**config.mk**
```make
export PLATFORM = sky130hd
export DESIGN_NAME = controlpath_mc_flat
export DESIGN_NICKNAME = d
export VERILOG_FILES = /design/src/rtl/controlpath_mc_pkg.sv /design/src/rtl/controlpath_mc_if.sv /design/src/rtl/controlpath_mc_cp_field_decode.sv /design/src/rtl/controlpath_mc.sv /design/src/flat_wrapper.sv
export SDC_FILE = /design/constraint.sdc
export NUM_CORES = 1
export LEC_CHECK = 0
export ABC_CLOCK_PERIOD_IN_PS = 2060
export CORE_MARGIN = 2
export CORE_UTILIZATION = 51
export DETAILED_ROUTE_END_ITERATION = 6
export PLACE_DENSITY = 0.81
export SLEW_MARGIN = 20
export SYNTH_ARGS = -nofsm -noshare
export SYNTH_HDL_FRONTEND = slang
export SYNTH_HIERARCHICAL = 1
export SYNTH_SLANG_ARGS = --single-unit
```
**constraint.sdc**
```tcl
create_clock -name clk -period 2.06 [get_ports clk]
set_clock_uncertainty 0.2 [all_clocks]
set_input_delay 0.206 -clock clk [delete_from_list [all_inputs] [get_ports clk]]
set_output_delay 0.206 -clock clk [all_outputs]
set_load 0.05 [all_outputs]
```
**src/rtl/controlpath_mc_pkg.sv**
```systemverilog
// Shared definitions for the multi-cycle control path: FSM state encoding,
// instruction class codes and the bit positions of every instruction field.
package controlpath_pkg;

  typedef enum logic [2:0] {
    S_FETCH     = 3'd0,
    S_DECODE    = 3'd1,
    S_EXECUTE   = 3'd2,
    S_WRITEBACK = 3'd3,
    S_HALTED    = 3'd4,
    S_FAULT     = 3'd5
  } state_t;

  localparam logic [3:0] CLS_NOP  = 4'h0;
  localparam logic [3:0] CLS_ALU  = 4'h1;
  localparam logic [3:0] CLS_ALUI = 4'h2;
  localparam logic [3:0] CLS_HALT = 4'hF;

  // Field positions within the low 32 bits of the instruction word.
  localparam int CLS_MSB   = 31;
  localparam int CLS_LSB   = 28;
  localparam int OP_MSB    = 27;
  localparam int OP_LSB    = 25;
  localparam int FORM_BIT  = 24;
  localparam int PERCI_MSB = 23;
  localparam int PERCI_LSB = 22;
  localparam int Y_MSB     = 21;
  localparam int Y_LSB     = 18;
  localparam int A_MSB     = 17;
  localparam int A_LSB     = 14;
  localparam int B_MSB     = 13;
  localparam int B_LSB     = 10;
  localparam int MASK_LSB  = 8;
  localparam int IMM_MSB   = 13;
  localparam int IMM_LSB   = 0;

endpackage

```
**src/rtl/controlpath_mc_if.sv**
```systemverilog
// Bus between the instruction source / datapath and the control path.
//
// Handshake: an instruction transfers on every rising clk edge where
// instr_valid && instr_ready are both high. The source holds instr_valid and
// instruction stable until that edge; instr_ready never depends on
// instr_valid. All other outputs of the control path are registered.
interface controlpath_mc_if #(
  parameter int INSTR_WIDTH = 32,
  parameter int DATA_WIDTH  = 32,
  parameter int SEL_WIDTH   = 4,
  parameter int WRITE_PORTS = 2
);
  logic                   instr_valid;
  logic                   instr_ready;
  logic [INSTR_WIDTH-1:0] instruction;
  logic                   stall;
  logic                   resume;
  logic                   alu_start;
  logic [2:0]             alu_op;
  logic                   alu_form;
  logic [1:0]             alu_vec_perci;
  logic                   const_c;
  logic [DATA_WIDTH-1:0]  constant;
  logic [SEL_WIDTH-1:0]   alu_a_select;
  logic [SEL_WIDTH-1:0]   alu_b_select;
  logic [SEL_WIDTH-1:0]   alu_y_select;
  logic [WRITE_PORTS-1:0] alu_write;
  logic                   program_counter_inc;
  logic                   halted;
  logic                   fault;

  modport master (
    output instr_valid, instruction, stall, resume,
    input  instr_ready, alu_start, alu_op, alu_form, alu_vec_perci, const_c,
           constant, alu_a_select, alu_b_select, alu_y_select, alu_write,
           program_counter_inc, halted, fault
  );

  modport slave (
    input  instr_valid, instruction, stall, resume,
    output instr_ready, alu_start, alu_op, alu_form, alu_vec_perci, const_c,
           constant, alu_a_select, alu_b_select, alu_y_select, alu_write,
           program_counter_inc, halted, fault
  );
endinterface

```
**src/rtl/controlpath_mc_cp_field_decode.sv**
```systemverilog
// Purely combinational field decoder: latched instruction word -> control
// bundle, class flags and an invalid-class flag.
module cp_field_decode
  import controlpath_pkg::*;
#(
  parameter int INSTR_WIDTH = 32,
  parameter int DATA_WIDTH  = 32,
  parameter int SEL_WIDTH   = 4,
  parameter int WRITE_PORTS = 2
) (
  input  logic [INSTR_WIDTH-1:0] i_word,
  output logic [2:0]             o_op,
  output logic                   o_form,
  output logic [1:0]             o_perci,
  output logic                   o_const_c,
  output logic [DATA_WIDTH-1:0]  o_constant,
  output logic [SEL_WIDTH-1:0]   o_a_sel,
  output logic [SEL_WIDTH-1:0]   o_b_sel,
  output logic [SEL_WIDTH-1:0]   o_y_sel,
  output logic [WRITE_PORTS-1:0] o_mask,
  output logic                   o_is_alu,
  output logic                   o_is_nop,
  output logic                   o_is_halt,
  output logic                   o_invalid
);

  logic [3:0]             w_class;
  logic [WRITE_PORTS-1:0] w_mask;
  logic                   w_unused;

  assign w_class = i_word[CLS_MSB:CLS_LSB];
  // Mask bits at or above WRITE_PORTS are simply not selected.
  assign w_mask  = i_word[MASK_LSB +: WRITE_PORTS];
  // Reserved bits [7:0] and anything above bit 31 carry no meaning.
  assign w_unused = ^i_word;

  // Raw fields by default; class-specific overrides for immediate and mask.
  always_comb begin
    o_op       = i_word[OP_MSB:OP_LSB];
    o_form     = i_word[FORM_BIT];
    o_perci    = i_word[PERCI_MSB:PERCI_LSB];
    o_y_sel    = SEL_WIDTH'(i_word[Y_MSB:Y_LSB]);
    o_a_sel    = SEL_WIDTH'(i_word[A_MSB:A_LSB]);
    o_b_sel    = SEL_WIDTH'(i_word[B_MSB:B_LSB]);
    o_const_c  = 1'b0;
    o_constant = '0;
    o_mask     = '0;
    o_is_alu   = 1'b0;
    o_is_nop   = 1'b0;
    o_is_halt  = 1'b0;
    o_invalid  = 1'b0;
    case (w_class)
      CLS_ALU: begin
        o_is_alu = 1'b1;
        o_mask   = w_mask;
      end
      CLS_ALUI: begin
        o_is_alu   = 1'b1;
        o_mask     = w_mask;
        o_const_c  = 1'b1;
        // The immediate shares bits with the b field, so b is forced to 0.
        o_constant = DATA_WIDTH'($signed(i_word[IMM_MSB:IMM_LSB]));
        o_b_sel    = '0;
      end
      CLS_NOP:  o_is_nop  = 1'b1;
      CLS_HALT: o_is_halt = 1'b1;
      default:  o_invalid = 1'b1;
    endcase
  end

endmodule

```
**src/rtl/controlpath_mc.sv**
```systemverilog
// Multi-cycle control path: fetches an instruction over valid/ready, decodes
// it for one cycle, holds EXECUTE for ALU_LATENCY cycles (stallable), then
// pulses the write enables and the PC increment. HALT can be resumed; an
// invalid class latches FAULT until reset.
// Parameter constraints: INSTR_WIDTH >= 32, ALU_LATENCY >= 1,
// WRITE_PORTS in 1..2, DATA_WIDTH >= 14.
module controlpath_mc
  import controlpath_pkg::*;
#(
  parameter int INSTR_WIDTH = 32,
  parameter int DATA_WIDTH  = 32,
  parameter int SEL_WIDTH   = 4,
  parameter int WRITE_PORTS = 2,
  parameter int ALU_LATENCY = 1
) (
  input  logic            clk,
  input  logic            reset,
  controlpath_mc_if.slave bus,
  output state_t          o_dbg_state
);

  localparam int               CNT_W    = (ALU_LATENCY > 1) ? $clog2(ALU_LATENCY) : 1;
  localparam logic [CNT_W-1:0] CNT_LOAD = CNT_W'(ALU_LATENCY - 1);

  state_t                 r_state, w_next_state;
  logic [CNT_W-1:0]       r_cnt, w_cnt_next;
  logic [INSTR_WIDTH-1:0] r_instr;
  logic                   w_instr_ready, w_accept, w_wb_fire;

  logic [2:0]             w_dec_op;
  logic                   w_dec_form;
  logic [1:0]             w_dec_perci;
  logic                   w_dec_const_c;
  logic [DATA_WIDTH-1:0]  w_dec_constant;
  logic [SEL_WIDTH-1:0]   w_dec_a_sel, w_dec_b_sel, w_dec_y_sel;
  logic [WRITE_PORTS-1:0] w_dec_mask;
  logic                   w_dec_is_alu, w_dec_is_nop, w_dec_is_halt, w_dec_invalid;

  logic [2:0]             r_alu_op;
  logic                   r_alu_form;
  logic [1:0]             r_alu_vec_perci;
  logic                   r_const_c;
  logic [DATA_WIDTH-1:0]  r_constant;
  logic [SEL_WIDTH-1:0]   r_a_sel, r_b_sel, r_y_sel;
  logic [WRITE_PORTS-1:0] r_mask;
  logic [WRITE_PORTS-1:0] r_alu_write;
  logic                   r_alu_start, r_pc_inc, r_halted, r_fault;

  cp_field_decode #(
    .INSTR_WIDTH(INSTR_WIDTH),
    .DATA_WIDTH (DATA_WIDTH),
    .SEL_WIDTH  (SEL_WIDTH),
    .WRITE_PORTS(WRITE_PORTS)
  ) u_decode (
    .i_word    (r_instr),
    .o_op      (w_dec_op),
    .o_form    (w_dec_form),
    .o_perci   (w_dec_perci),
    .o_const_c (w_dec_const_c),
    .o_constant(w_dec_constant),
    .o_a_sel   (w_dec_a_sel),
    .o_b_sel   (w_dec_b_sel),
    .o_y_sel   (w_dec_y_sel),
    .o_mask    (w_dec_mask),
    .o_is_alu  (w_dec_is_alu),
    .o_is_nop  (w_dec_is_nop),
    .o_is_halt (w_dec_is_halt),
    .o_invalid (w_dec_invalid)
  );

  // Ready is a state decode, masked during reset so nothing is taken then.
  assign w_instr_ready = (r_state == S_FETCH) && !reset;
  assign w_accept      = w_instr_ready && bus.instr_valid;
  assign w_wb_fire     = (r_state == S_WRITEBACK) && !bus.stall;

  // Next-state and latency-counter logic.
  always_comb begin
    w_next_state = r_state;
    w_cnt_next   = r_cnt;
    case (r_state)
      S_FETCH: if (w_accept) w_next_state = S_DECODE;
      S_DECODE: begin
        if (w_dec_invalid)      w_next_state = S_FAULT;
        else if (w_dec_is_halt) w_next_state = S_HALTED;
        else if (w_dec_is_nop)  w_next_state = S_WRITEBACK;
        else if (w_dec_is_alu) begin
          w_next_state = S_EXECUTE;
          w_cnt_next   = CNT_LOAD;
        end else                w_next_state = S_FAULT;
      end
      S_EXECUTE: begin
        if (!bus.stall) begin
          if (r_cnt == '0) w_next_state = S_WRITEBACK;
          else             w_cnt_next   = r_cnt - 1'b1;
        end
      end
      S_WRITEBACK: if (!bus.stall)  w_next_state = S_FETCH;
      S_HALTED:    if (bus.resume)  w_next_state = S_FETCH;
      S_FAULT:     w_next_state = S_FAULT;
      default:     w_next_state = S_FETCH;
    endcase
  end

  // State, counter and instruction latch.
  always_ff @(posedge clk) begin
    if (reset) begin
      r_state <= S_FETCH;
      r_cnt   <= '0;
      r_instr <= '0;
    end else begin
      r_state <= w_next_state;
      r_cnt   <= w_cnt_next;
      if (w_accept) r_instr <= bus.instruction;
    end
  end

  // Registered outputs: pulses, status flags and the control bundle.
  always_ff @(posedge clk) begin
    if (reset) begin
      r_alu_start     <= 1'b0;
      r_alu_write     <= '0;
      r_pc_inc        <= 1'b0;
      r_halted        <= 1'b0;
      r_fault         <= 1'b0;
      r_alu_op        <= '0;
      r_alu_form      <= 1'b0;
      r_alu_vec_perci <= '0;
      r_const_c       <= 1'b0;
      r_constant      <= '0;
      r_a_sel         <= '0;
      r_b_sel         <= '0;
      r_y_sel         <= '0;
      r_mask          <= '0;
    end else begin
      r_alu_start <= (r_state == S_DECODE) && (w_next_state == S_EXECUTE);
      r_alu_write <= w_wb_fire ? r_mask : '0;
      r_pc_inc    <= w_wb_fire;
      r_halted    <= (w_next_state == S_HALTED);
      r_fault     <= (w_next_state == S_FAULT);
      if (r_state == S_DECODE) begin
        r_alu_op        <= w_dec_op;
        r_alu_form      <= w_dec_form;
        r_alu_vec_perci <= w_dec_perci;
        r_const_c       <= w_dec_const_c;
        r_constant      <= w_dec_constant;
        r_a_sel         <= w_dec_a_sel;
        r_b_sel         <= w_dec_b_sel;
        r_y_sel         <= w_dec_y_sel;
        r_mask          <= w_dec_mask;
      end
    end
  end

  assign bus.instr_ready         = w_instr_ready;
  assign bus.alu_start           = r_alu_start;
  assign bus.alu_op              = r_alu_op;
  assign bus.alu_form            = r_alu_form;
  assign bus.alu_vec_perci       = r_alu_vec_perci;
  assign bus.const_c             = r_const_c;
  assign bus.constant            = r_constant;
  assign bus.alu_a_select        = r_a_sel;
  assign bus.alu_b_select        = r_b_sel;
  assign bus.alu_y_select        = r_y_sel;
  assign bus.alu_write           = r_alu_write;
  assign bus.program_counter_inc = r_pc_inc;
  assign bus.halted              = r_halted;
  assign bus.fault               = r_fault;
  assign o_dbg_state             = r_state;

endmodule

```
**src/flat_wrapper.sv**
```systemverilog
// flat-port wrapper written by rule: the top's interface ports become plain ports
module controlpath_mc_flat import controlpath_pkg::*;
#(
  parameter int INSTR_WIDTH = 32,
  parameter int DATA_WIDTH  = 32,
  parameter int SEL_WIDTH   = 4,
  parameter int WRITE_PORTS = 2,
  parameter int ALU_LATENCY = 1
)
  (clk, reset, o_dbg_state, bus_instr_valid, bus_instruction, bus_stall, bus_resume, bus_instr_ready, bus_alu_start, bus_alu_op, bus_alu_form, bus_alu_vec_perci, bus_const_c, bus_constant, bus_alu_a_select, bus_alu_b_select, bus_alu_y_select, bus_alu_write, bus_program_counter_inc, bus_halted, bus_fault);
  controlpath_mc_if #(.INSTR_WIDTH(INSTR_WIDTH), .DATA_WIDTH(DATA_WIDTH), .SEL_WIDTH(SEL_WIDTH), .WRITE_PORTS(WRITE_PORTS)) bus_i ();
  input  logic clk;
  input  logic reset;
  output state_t o_dbg_state;
  input wire logic [$bits(bus_i.instr_valid)-1:0] bus_instr_valid;
  input wire logic [$bits(bus_i.instruction)-1:0] bus_instruction;
  input wire logic [$bits(bus_i.stall)-1:0] bus_stall;
  input wire logic [$bits(bus_i.resume)-1:0] bus_resume;
  output wire logic [$bits(bus_i.instr_ready)-1:0] bus_instr_ready;
  output wire logic [$bits(bus_i.alu_start)-1:0] bus_alu_start;
  output wire logic [$bits(bus_i.alu_op)-1:0] bus_alu_op;
  output wire logic [$bits(bus_i.alu_form)-1:0] bus_alu_form;
  output wire logic [$bits(bus_i.alu_vec_perci)-1:0] bus_alu_vec_perci;
  output wire logic [$bits(bus_i.const_c)-1:0] bus_const_c;
  output wire logic [$bits(bus_i.constant)-1:0] bus_constant;
  output wire logic [$bits(bus_i.alu_a_select)-1:0] bus_alu_a_select;
  output wire logic [$bits(bus_i.alu_b_select)-1:0] bus_alu_b_select;
  output wire logic [$bits(bus_i.alu_y_select)-1:0] bus_alu_y_select;
  output wire logic [$bits(bus_i.alu_write)-1:0] bus_alu_write;
  output wire logic [$bits(bus_i.program_counter_inc)-1:0] bus_program_counter_inc;
  output wire logic [$bits(bus_i.halted)-1:0] bus_halted;
  output wire logic [$bits(bus_i.fault)-1:0] bus_fault;
  assign bus_i.instr_valid = bus_instr_valid;
  assign bus_i.instruction = bus_instruction;
  assign bus_i.stall = bus_stall;
  assign bus_i.resume = bus_resume;
  assign bus_instr_ready = bus_i.instr_ready;
  assign bus_alu_start = bus_i.alu_start;
  assign bus_alu_op = bus_i.alu_op;
  assign bus_alu_form = bus_i.alu_form;
  assign bus_alu_vec_perci = bus_i.alu_vec_perci;
  assign bus_const_c = bus_i.const_c;
  assign bus_constant = bus_i.constant;
  assign bus_alu_a_select = bus_i.alu_a_select;
  assign bus_alu_b_select = bus_i.alu_b_select;
  assign bus_alu_y_select = bus_i.alu_y_select;
  assign bus_alu_write = bus_i.alu_write;
  assign bus_program_counter_inc = bus_i.program_counter_inc;
  assign bus_halted = bus_i.halted;
  assign bus_fault = bus_i.fault;
  controlpath_mc #(.INSTR_WIDTH(INSTR_WIDTH), .DATA_WIDTH(DATA_WIDTH), .SEL_WIDTH(SEL_WIDTH), .WRITE_PORTS(WRITE_PORTS), .ALU_LATENCY(ALU_LATENCY)) u_core (.clk(clk), .reset(reset), .bus(bus_i), .o_dbg_state(o_dbg_state));
endmodule
```
==> results of run 1 <==
## through the flow
step / std cells / total power, W
2_1_floorplan: 470 / 0.002779
3_3_place_gp: 621 / 0.002906
3_5_place_dp: 621 / 0.002929
4_1_cts: 637 / 0.004158
5_1_grt: 637 / 0.004309
6_report: 637 / 0.004121
## state kept, by name (all words and copies together), names as in the netlist, 2 cells and up
| register | flops |
|---|---|
| u_core/bus.alu_vec_perci | 2 |
| u_core/bus.alu_y_select | 4 |
| u_core/r_instr | 32 |
| u_core/bus.alu_write | 2 |
| u_core/bus.constant | 32 |
| u_core/bus.alu_a_select | 4 |
| u_core/bus.alu_b_select | 4 |
| u_core/bus.alu_op | 3 |
| u_core/o_dbg_state | 3 |
| u_core/r_mask | 2 |
## kinds of logic (layout without fill, tap and decap cells)
kind of cell,after synthesis,count (layout),synth area share (%)
flip-flops,94,94,44.24
XOR/XNOR,1,1,0.2059
buffers and inverters,63,125,11.38
AND/OR/NAND/NOR,252,252,32.18
AO/OA/AOI/OAI,60,60,12.00
## per-layer routing
layer | GRT usage [%] | share of wire (%) | up-vias
met5 | 0 | 0 | -
met4 | 7.246 | 1.3 | 0
met3 | 4.743 | 5.5 | 11
met2 | 33.69 | 47 | 76
met1 | 27.55 | 47 | 1468
li1 | - | - | 1583
## power breakdown
group / switching [W] / leakage, nW / total, W / internal, W
clock: 0.000631 / 0.0972 / 0.00123 / 0.000603
combinational: 0.000536 / 1.07 / 0.000858 / 0.000322
sequential: 0.0000955 / 0.765 / 0.00203 / 0.00193
## cell type report
type,count,area [µm²],area share [%]
Clock buffer,12,145.1,2.787
Sequential cell,94,1887,36.23
Multi-Input combinational cell,313,1888,36.26
Tap cell,105,131.4,2.523
Timing Repair Buffer,107,1094,21.00
Clock inverter,4,55.05,1.057
Inverter,2,7.507,0.1442
## timing repair
item | in CTS | in global routing
hold buffers | 0 | 0
hold endpoints to repair | 0 | 0
gates resized for setup | 0 | 3
endpoints found under the setup margin | 0 | 4
## path summary, 6_finish.rpt
kind,cells past startpoint,slack [ns],end,from
hold reg to reg,2,0.25,u_core/bus.alu_a_select[0]$_SDFFE_PP0P_,u_core/r_instr[14]$_SDFFE_PP0P_
hold / removal,3,0.12,u_core/bus.constant[18]$_SDFFE_PP0P_,reset
setup / recovery,1,0.11,bus_alu_vec_perci[0],u_core/bus.alu_vec_perci[0]$_SDFFE_PP0P_
setup reg to reg,6,0.12,u_core/bus.halted$_SDFF_PP0_,u_core/r_instr[30]$_SDFFE_PP0P_
## layout by cell type (no fill, tap or decap), types with 2 or more instances in the layout
master,count
a21oi_1,5
a21oi_2,50
and2_1,5
and2_2,12
and2b_2,5
and3_1,4
buf_12,4
buf_4,9
clkbuf_1,2
clkbuf_8,10
clkdlybuf4s50_1,92
dfxtp_1,90
dfxtp_2,4
dlymetal6s2s_1,2
nand2_1,124
nand2_2,51
nand3b_1,32
nor2_1,6
nor2b_1,2
==> out/metrics.yaml, run 1 <==
outcome:
  outcome: "completed"
placement:
  place_area_um2: 5001
  portBuffers: 97
  gp_congestion: 0.8149
  preCtsSetupSlack_ns: 0.1689
  dp_hpwl_um: 6021
grt:
  overflow: 0
  grt_max_degree: 73
  grt_pass1_wl_um: 14900
  grt_pass1_vias: 3107
  antenna_found_initial: 0
  track_usage_pct: 20.88
drt:
  wl_um: 9064
  drtAntennaViolNets: 0
  drt_first_pass_iters: 4
  dr.first_iter.drc_count: 105
  remaining_drc_errors: 0
  wire_per_inst_um: 14.23
  routed-via-count: 3138
  routed_via_density: 4.926
clock_network:
  cts.htree.levels: 3
  cts_setup_buffers: 0
  clk_pin_slew_worst_paths_ns: 0.09
  cts-root-buf: "clkbuf_8"
  clock_path_buffers: 2
  numCtsBuffers: 9
  cts.sinks: 94
  clock_latency_ns: 0.35
  cts_tree: "built"
cells_and_area:
  syn2layout_area_growth_pct: 22.41
  num-nets-final: 564
  fin_util_pct: 64.02
  final_area_um2: 5207
  fill_cells: 677
  drive_gt1_share_pct: 29.51
  antennaDiodeCount: 0
timing:
  tns_ns: 0
  period_needed_ns: 1.945
  period_share_pct: 94.43
  rsz0062_at_grt: "no"
  post-route-worst-setup-slack_ns: 0.1148
  hold_violations: 0
  timing.max_slew.rel_slack_pct: 40.25
  clock.fmax_mhz: 514.1
  maxSlewViolCount: 0
  tightest_slew_ns: 0.8963
  timing.hold.ws_ns: 0.1153
  setup_viol: 0
yosys:
  synth_flop_cell: "dfxtp_1"
  synth_seq_cells: 94
  async_flop_share_pct: 0
  ys_seq_area_share_pct: 44.24
  yosysWarnings: 6
  yosys-top-cells-area: "dfxtp_1 (44%), nand2_1 (11%), a21oi_2 (10%)"
  ys_types: 36
  synth_edf_count: 0
  yosysTopAreaCell: "dfxtp_1"
  synth_area_per_cell_um2: 9.051
  synth_common_cells: "nand2_1 (124), dfxtp_1 (94), nand2_2 (51)"
  syn_area_um2: 4254
  syn-num-nets: 507
  synth_top_cell_area_share_pct: 44.24
  synth_cells: 470
  yosysMostFrequentCell: "nand2_1"
setup_path:
  start_kind: "flip-flop"
  endpoint_kind: "output pin"
  crit_family: "buffers and inverters"
  slowest_stage: "clkdlybuf4s50_1"
  max_stage_delay_ns: 0.82
  cp_max_fo: 2
  critPathRequiredTime_ns: 1.65
  cp_data_arrival_time_ns: 1.54
  path_cells: "clkdlybuf4s50_1"
  worstSetupPathType: "flip-flop to output pin"
  worst-path-buf-inv: 1
die:
  start_util_pct: 52.30
  chipWidth_um: 95.33
  die-area_um2: 9088
  io-pin-count: 98
  rows: 33
  die_h_um: 95.33
  fp.coreArea_um2: 8134
hold_path:
  hp-class: "input pin to flip-flop"
pwr:
  ir_drop_uv: 497.4
  p_leak_nw: 1.931
  power_density_nw_per_um2: 791.3
run:
  maxCapViolations: 0
No activity file was read; power rests on OpenSTA's default activity.
==> run 2, diff against run 1 <==
--- a/config.mk
+++ b/config.mk
@@ -15,3 +15,4 @@
 export SYNTH_HDL_FRONTEND = slang
 export SYNTH_HIERARCHICAL = 1
 export SYNTH_SLANG_ARGS = --single-unit
+export TNS_END_PERCENT = 30
==> results of run 2 <==
Final layout, timing and power as in run 1 (identical DEF).
==> run 3, diff against run 2 <==
--- a/config.mk
+++ b/config.mk
@@ -8,6 +8,7 @@
 export ABC_CLOCK_PERIOD_IN_PS = 2060
 export CORE_MARGIN = 2
 export CORE_UTILIZATION = 51
+export CTS_CLUSTER_DIAMETER = 80
 export DETAILED_ROUTE_END_ITERATION = 6
 export PLACE_DENSITY = 0.81
 export SLEW_MARGIN = 20
==> results of run 3 <==
Final layout, timing and power as in run 1 (identical DEF).
